### config.mk
export PLATFORM = sky130hd
export DESIGN_NAME = uart_result_serializer
export DESIGN_NICKNAME = d
export VERILOG_FILES = /design/src/rtl/uart_result_serializer.sv
export SDC_FILE = /design/constraint.sdc
export NUM_CORES = 1
export LEC_CHECK = 0
export CORE_AREA = 2 2 107 213
export DETAILED_ROUTE_END_ITERATION = 16
export DIE_AREA = 0 0 109 215
export GPL_ROUTABILITY_DRIVEN = 0
export PLACE_DENSITY_LB_ADDON = 0.25
export SYNTH_ARGS = -nofsm -noshare
export SYNTH_HDL_FRONTEND = slang
export SYNTH_SLANG_ARGS = --single-unit
### constraint.sdc
create_clock -name clk -period 3.6 [get_ports clk]
set_input_delay 0.72 -clock clk [delete_from_list [all_inputs] [get_ports clk]]
set_output_delay 0.72 -clock clk [all_outputs]
set_load 0.03 [all_outputs]
### src/rtl/uart_result_serializer.sv
// uart_result_serializer
// Buffers result words in a small FIFO and frames them for a byte-wide UART
// transmitter: SYNC_BYTE header, word bytes LSB-first, optional XOR checksum.
// Optional feature macro: UART_SER_CHECKSUM_EN (appends a checksum byte).
// Each byte is handed over with a one-cycle tx_valid, then the block waits for
// tx_ready to go low and high again before the next byte is prepared.
module uart_result_serializer #(
  parameter int         WORD_W     = 32,
  parameter int         FIFO_DEPTH = 4,
  parameter logic [7:0] SYNC_BYTE  = 8'hA5
) (
  input  logic              clk,
  input  logic              rst,
  input  logic [WORD_W-1:0] word_in,
  input  logic              word_valid,
  input  logic              word_last,
  output logic              word_ready,
  output logic [7:0]        tx_data,
  output logic              tx_valid,
  input  logic              tx_ready,
  output logic              busy
);

  localparam int BYTES = WORD_W / 8;
  localparam int IDX_W = (BYTES > 1) ? $clog2(BYTES) : 1;
  localparam int PTR_W = $clog2(FIFO_DEPTH);
  localparam int CNT_W = PTR_W + 1;

  localparam logic [IDX_W-1:0] LAST_IDX = IDX_W'(BYTES - 1);
  localparam logic [CNT_W-1:0] FULL_CNT = CNT_W'(FIFO_DEPTH);

`ifdef UART_SER_CHECKSUM_EN
  typedef enum logic [2:0] {
    ST_IDLE    = 3'd0,
    ST_HDR     = 3'd1,
    ST_LOAD    = 3'd2,
    ST_BYTE    = 3'd3,
    ST_SEND    = 3'd4,
    ST_WAIT_LO = 3'd5,
    ST_WAIT_HI = 3'd6,
    ST_CSUM    = 3'd7
  } state_t;
`else
  typedef enum logic [2:0] {
    ST_IDLE    = 3'd0,
    ST_HDR     = 3'd1,
    ST_LOAD    = 3'd2,
    ST_BYTE    = 3'd3,
    ST_SEND    = 3'd4,
    ST_WAIT_LO = 3'd5,
    ST_WAIT_HI = 3'd6
  } state_t;
`endif

  // What kind of byte is currently in flight; decides what follows it.
  typedef enum logic [1:0] {
    K_HDR  = 2'd0,
    K_DATA = 2'd1,
    K_CSUM = 2'd2
  } kind_t;

  // FIFO storage and bookkeeping
  logic [WORD_W:0]     mem_r [FIFO_DEPTH];
  logic [PTR_W-1:0]    wr_ptr_r;
  logic [PTR_W-1:0]    rd_ptr_r;
  logic [CNT_W-1:0]    count_r;
  logic                push_s;
  logic                pop_s;
  logic                fifo_nempty_s;

  // FSM and datapath state
  state_t              state_r, state_s;
  kind_t               kind_r, kind_s;
  logic [7:0]          tx_data_r, tx_data_s;
  logic [WORD_W-1:0]   word_r, word_s;
  logic                last_r, last_s;
  logic [IDX_W-1:0]    idx_r, idx_s;
  logic                in_pkt_r, in_pkt_s;
  logic                tx_valid_s;
`ifdef UART_SER_CHECKSUM_EN
  logic [7:0]          csum_r, csum_s;
`endif

  assign word_ready    = (count_r != FULL_CNT);
  assign push_s        = word_valid && word_ready;
  assign fifo_nempty_s = (count_r != {CNT_W{1'b0}});

  assign tx_data  = tx_data_r;
  assign tx_valid = tx_valid_s;
  assign busy     = (state_r != ST_IDLE) || fifo_nempty_s;

  // FIFO payload write; contents are only meaningful between the pointers.
  always_ff @(posedge clk) begin
    if (push_s) begin
      mem_r[wr_ptr_r] <= {word_last, word_in};
    end
  end

  // FIFO pointers and occupancy; reset discards everything queued.
  always_ff @(posedge clk or posedge rst) begin
    if (rst) begin
      wr_ptr_r <= {PTR_W{1'b0}};
      rd_ptr_r <= {PTR_W{1'b0}};
      count_r  <= {CNT_W{1'b0}};
    end else begin
      if (push_s) begin
        wr_ptr_r <= wr_ptr_r + PTR_W'(1);
      end
      if (pop_s) begin
        rd_ptr_r <= rd_ptr_r + PTR_W'(1);
      end
      case ({push_s, pop_s})
        2'b10:   count_r <= count_r + CNT_W'(1);
        2'b01:   count_r <= count_r - CNT_W'(1);
        default: count_r <= count_r;
      endcase
    end
  end

  // Next-state and datapath decode for the framing FSM.
  always_comb begin
    state_s    = state_r;
    kind_s     = kind_r;
    tx_data_s  = tx_data_r;
    word_s     = word_r;
    last_s     = last_r;
    idx_s      = idx_r;
    in_pkt_s   = in_pkt_r;
    pop_s      = 1'b0;
    tx_valid_s = 1'b0;
`ifdef UART_SER_CHECKSUM_EN
    csum_s     = csum_r;
`endif
    case (state_r)
      ST_IDLE: begin
        if (fifo_nempty_s) begin
          state_s = in_pkt_r ? ST_LOAD : ST_HDR;
        end else begin
          state_s = ST_IDLE;
        end
      end
      ST_HDR: begin
        tx_data_s = SYNC_BYTE;
        kind_s    = K_HDR;
        in_pkt_s  = 1'b1;
`ifdef UART_SER_CHECKSUM_EN
        csum_s    = 8'h00;
`endif
        state_s   = ST_SEND;
      end
      ST_LOAD: begin
        pop_s            = 1'b1;
        {last_s, word_s} = mem_r[rd_ptr_r];
        idx_s            = {IDX_W{1'b0}};
        state_s          = ST_BYTE;
      end
      ST_BYTE: begin
        tx_data_s = 8'(word_r >> {idx_r, 3'b000});
        kind_s    = K_DATA;
        state_s   = ST_SEND;
      end
      ST_SEND: begin
        if (tx_ready) begin
          tx_valid_s = 1'b1;
          state_s    = ST_WAIT_LO;
        end else begin
          state_s    = ST_SEND;
        end
      end
      ST_WAIT_LO: begin
        if (!tx_ready) begin
          state_s = ST_WAIT_HI;
        end else begin
          state_s = ST_WAIT_LO;
        end
      end
      ST_WAIT_HI: begin
        if (tx_ready) begin
          if (kind_r == K_HDR) begin
            state_s = fifo_nempty_s ? ST_LOAD : ST_IDLE;
          end else if (kind_r == K_DATA) begin
`ifdef UART_SER_CHECKSUM_EN
            csum_s = csum_r ^ tx_data_r;
`endif
            if (idx_r != LAST_IDX) begin
              idx_s   = idx_r + IDX_W'(1);
              state_s = ST_BYTE;
            end else if (!last_r) begin
              state_s = fifo_nempty_s ? ST_LOAD : ST_IDLE;
            end else begin
`ifdef UART_SER_CHECKSUM_EN
              state_s  = ST_CSUM;
`else
              state_s  = ST_IDLE;
              in_pkt_s = 1'b0;
`endif
            end
          end else begin
            // checksum byte finished: packet closed
            state_s  = ST_IDLE;
            in_pkt_s = 1'b0;
          end
        end else begin
          state_s = ST_WAIT_HI;
        end
      end
`ifdef UART_SER_CHECKSUM_EN
      ST_CSUM: begin
        tx_data_s = csum_r;
        kind_s    = K_CSUM;
        state_s   = ST_SEND;
      end
`endif
      default: begin
        state_s = ST_IDLE;
      end
    endcase
  end

  // FSM state and datapath registers; reset aborts any packet in progress.
  always_ff @(posedge clk or posedge rst) begin
    if (rst) begin
      state_r   <= ST_IDLE;
      kind_r    <= K_HDR;
      tx_data_r <= 8'h00;
      word_r    <= {WORD_W{1'b0}};
      last_r    <= 1'b0;
      idx_r     <= {IDX_W{1'b0}};
      in_pkt_r  <= 1'b0;
`ifdef UART_SER_CHECKSUM_EN
      csum_r    <= 8'h00;
`endif
    end else begin
      state_r   <= state_s;
      kind_r    <= kind_s;
      tx_data_r <= tx_data_s;
      word_r    <= word_s;
      last_r    <= last_s;
      idx_r     <= idx_s;
      in_pkt_r  <= in_pkt_s;
`ifdef UART_SER_CHECKSUM_EN
      csum_r    <= csum_s;
`endif
    end
  end

endmodule

==> impl_results.md <==
* Cell taking the most area after synthesis: edfxtp_1
* Die Wd at 109 um
* Yosys warns at 0
* Chip height at around 220 um
* Nets at between 500 and 600
* Clk network pwr share at 0.238
* Worst EP required at between 2 and 3 ns
* Vias per cell at between 4 and 5
* Tmin final at roughly 2.9 ns
* R2R setup slack at 1.08 ns
* Filler Cell Count at a little under 2000
* Layout cells sized above 1 at 0.159
* Crit path cell chain: clkdlybuf4s50_1 -> nand2_1 -> nor3_1 -> clkdlybuf4s50_1
* CP Launch Type: input pin
* Wl on met1 at between 6 and 7 mm
* Pwr/cell area at 841 nW/um2
* Worst VDD drop at 0.545 mV
* Port bufs at 47
* Routed Antenna Nets at 0
* Routed len/inst at 19.0 um
* Layout Skew at ~0.013 ns
* Hold_buf cts at 0
* Cell mode on critical path: clkdlybuf4s50_1
* CTS tree: done
* First drt pass iteration count at 4
* DR vias at approximately 3800
* Starting density of the core at 0.343
* Pre-CTS WS at between 0.6 and 0.7 ns
* Post-Syn Area at between 7000 and 8000 um2
* Congestion Overflow GR at 0
* Slew @ Worst Pin at 1.08 ns
* Top Family by Delay on Critical Path: buffers and inverters
* Crit Path Category: in -> out
* CTS sink cnt at 187
* Worst-Skew Late Latency at 0.43 ns
* DR DRC count at 0
* Core Area at 21900 um2
* Met3 Wirelength at 421 um
* Worst setup margin at 0.680 ns
* H-tree levels at 4
* Slowest-stage cell, CP: clkdlybuf4s50_1
* WL met2 at 7.71 mm
* Top Ports at 48
* Hold_ws at around 0.5 ns
* Clk pin slew, worst setup/hold paths at 0.06 ns
* Root Buffer: clkbuf_16
* Clk buf depth at 2
* Total die area at about 23000 um2
* Yosys top cell area share at 0.528
* DR top layer: met4
* Synth unique cells at 36
* P_leak at 3.25 nW
* Logic pwr share at 0.302
* Period utilization at 0.811
* Int Pwr at roughly 5.0 mW
* Pins Over Slew Limit at 0
* Vias in the first global route at around 4000
* Seq cells post-synth at approximately 190
* Area Growth Syn to Fin at 17.3%
* DRT iter0 DRCs at 166
* Slew HR at 0.279
* TritonCTS Buffers at 17
* Status: complete, no violations
* Post-Synthesis Cells at 434
* GRT Total Usage at 0.135
* Setup TNS after final layout at 0 ns
* Switching share of power at 0.328
* Register area share after synthesis at 0.712
* Achievable frequency at 0.342 GHz
* Syn nets at 478
* Synth top area cells: edfxtp_1 53%, dfrtp_1 18%, mux2i_1 8.9%
* Crit. End Element: output port
* NetSw at 2.43 mW
* WP data arrival at 2.20 ns
* Max Cap Viol at 0
* First-pass GRT wire length at around 23 mm
* Setup Viol. Count Final at 0
* Worst path bufs/invs at 2
* Seq pwr share at 0.459
* Worst min path class: reg -> reg
* RSZ-0062 raised after global routing: no
* Largest net degree at the start of global routing at 40
* Worst Path Max Fanout at 4
* Row Count at 77
* Detailed Place HPWL at about 9 mm
* Initial antenna violation count at 0
* Setup bufs post-CTS at 0
* Mapped Avg Cell Area at around 17 um2
* Endpoints failing hold at 0
* Ant. Diodes at 0
* Critical path's largest stage delay at a little under 0.7 ns
* Final WL at approximately 15 mm
* Post_cts resized at 0
stage by stage:
step | utilization | area [um2] | power, mW | cells
2_1_floorplan | - | 7500 | 5.05 | 434
3_3_place_gp | 0.377 | 8250 | 5.68 | 740
3_5_place_dp | 0.377 | 8250 | 5.74 | 740
4_1_cts | 0.403 | 8800 | 7.52 | 772
5_1_grt | 0.403 | 8800 | 7.83 | 772
6_report | 0.403 | 8800 | 7.41 | 772
kinds of logic after synthesis:
kind of cell             Yosys count  synth area share
AND/OR/NAND/NOR                   73            0.0470
XOR/XNOR                           6           0.00700
flip-flops                       187             0.712
multiplexers                      76             0.115
adder cells (fa/ha/maj)            7            0.0127
AO/OA/AOI/OAI                     51            0.0815
buffers and inverters             34            0.0252
Yosys cell counts, drive strengths merged:
| library cell | n |
|---|---|
| edfxtp | 132 |
| mux2i | 67 |
| clkbuf | 6 |
| inv | 9 |
| nand2 | 44 |
| o21ai | 3 |
| a211o | 2 |
| xor2 | 2 |
| nand4 | 1 |
| mux4 | 8 |
| nor2b | 1 |
| nor2 | 4 |
| xnor2 | 4 |
| nand3b | 3 |
| fa | 1 |
| or4b | 1 |
| or3 | 1 |
| and2 | 3 |
| dfrtp | 55 |
| a21oi | 3 |
| buf | 19 |
| or3b | 3 |
| a22o | 5 |
| nor3 | 3 |
| o221ai | 33 |
| ha | 6 |
| nand2b | 3 |
| o22a | 4 |
| mux2 | 1 |
| and3 | 4 |
| o32ai | 1 |
| nand3 | 2 |
layout make-up:
cell class / count / area (um2) / area share
clock buffers: 24 / 452 / 0.0513
clock inverters: 8 / 98.8 / 0.0112
inverters: 9 / 33.8 / 0.00384
multi-input cells: 213 / 1980 / 0.224
flip-flops and latches: 187 / 5340 / 0.607
well taps: 276 / 345 / 0.0392
repair buffers: 55 / 556 / 0.0631
worst reg2reg max path, cell delays in order, from the launching register on:
cell and delay (ns):
dfrtp_1 0.55, or3b_2 0.48, buf_4 0.28, inv_1 0.13
ha_1 0.18, inv_1 0.06, fa_1 0.37, xor2_1 0.15
nor2_1 0.11, xor2_1 0.14
routing by layer:
| metal | up-vias | global-route usage |
|---|---|---|
| met5 | - | 0 |
| met4 | 0 | 0.0372 |
| li1 | 1773 | - |
| met1 | 1934 | 0.172 |
| met2 | 67 | 0.228 |
| met3 | 11 | 0.0322 |
state kept, by name, summed over array words and instances, names as in the netlist:
| register | flops |
|---|---|
| rd_ptr_r | 2 |
| wr_ptr_r | 2 |
| in_pkt_r | 1 |
| word_r | 32 |
| last_r | 1 |
| count_r | 3 |
| kind_r | 1 |
| mem_r | 132 |
| tx_data | 8 |
| idx_r | 2 |
| state_r | 3 |
placed cells by master, fill, tap and decap left out, types with 2 or more instances in the layout:
cell type	count
mux2i_1	67
nor2_1	4
and2_1	3
nand2b_1	2
bufinv_16	2
nor3_1	3
buf_12	2
or3b_2	2
clkinvlp_4	2
o221ai_2	30
xnor2_1	4
and3_1	4
o221ai_1	3
a22o_1	5
xor2_1	2
o21ai_0	3
clkbuf_1	7
mux4_2	8
edfxtp_1	132
clkbuf_16	17
a21oi_1	3
a211o_1	2
buf_4	6
clkinv_2	3
nand3b_1	3
clkdlybuf4s50_1	47
nand2_1	44
nand3_1	2
inv_1	8
ha_1	6
dfrtp_1	54
o22a_1	4
path summary, 6_finish.rpt:
kind / from / endpoint / depth (start not counted)
setup / recovery: tx_ready / tx_valid / 4
hold / removal: rd_ptr_r[1] / rd_ptr_r[1] / 1
setup reg to reg: state_r[1] / count_r[2] / 9
hold reg to reg: rd_ptr_r[1] / rd_ptr_r[1] / 1
max in group asynchronous: rst / word_r[2] / 3
min in group asynchronous: rst / count_r[1] / 2
power groups by stage:
stage                     Combinational [mW]  Clock (mW)  Sequential, mW
after floorplan                         1.80           0            3.24
after global placement                  2.24           0            3.45
after detailed placement                2.28           0            3.46
after CTS                               2.29        1.81            3.42
after global routing                    2.46        1.90            3.47
final                                   2.24        1.77            3.40
Power figures use the tool's default switching activity.
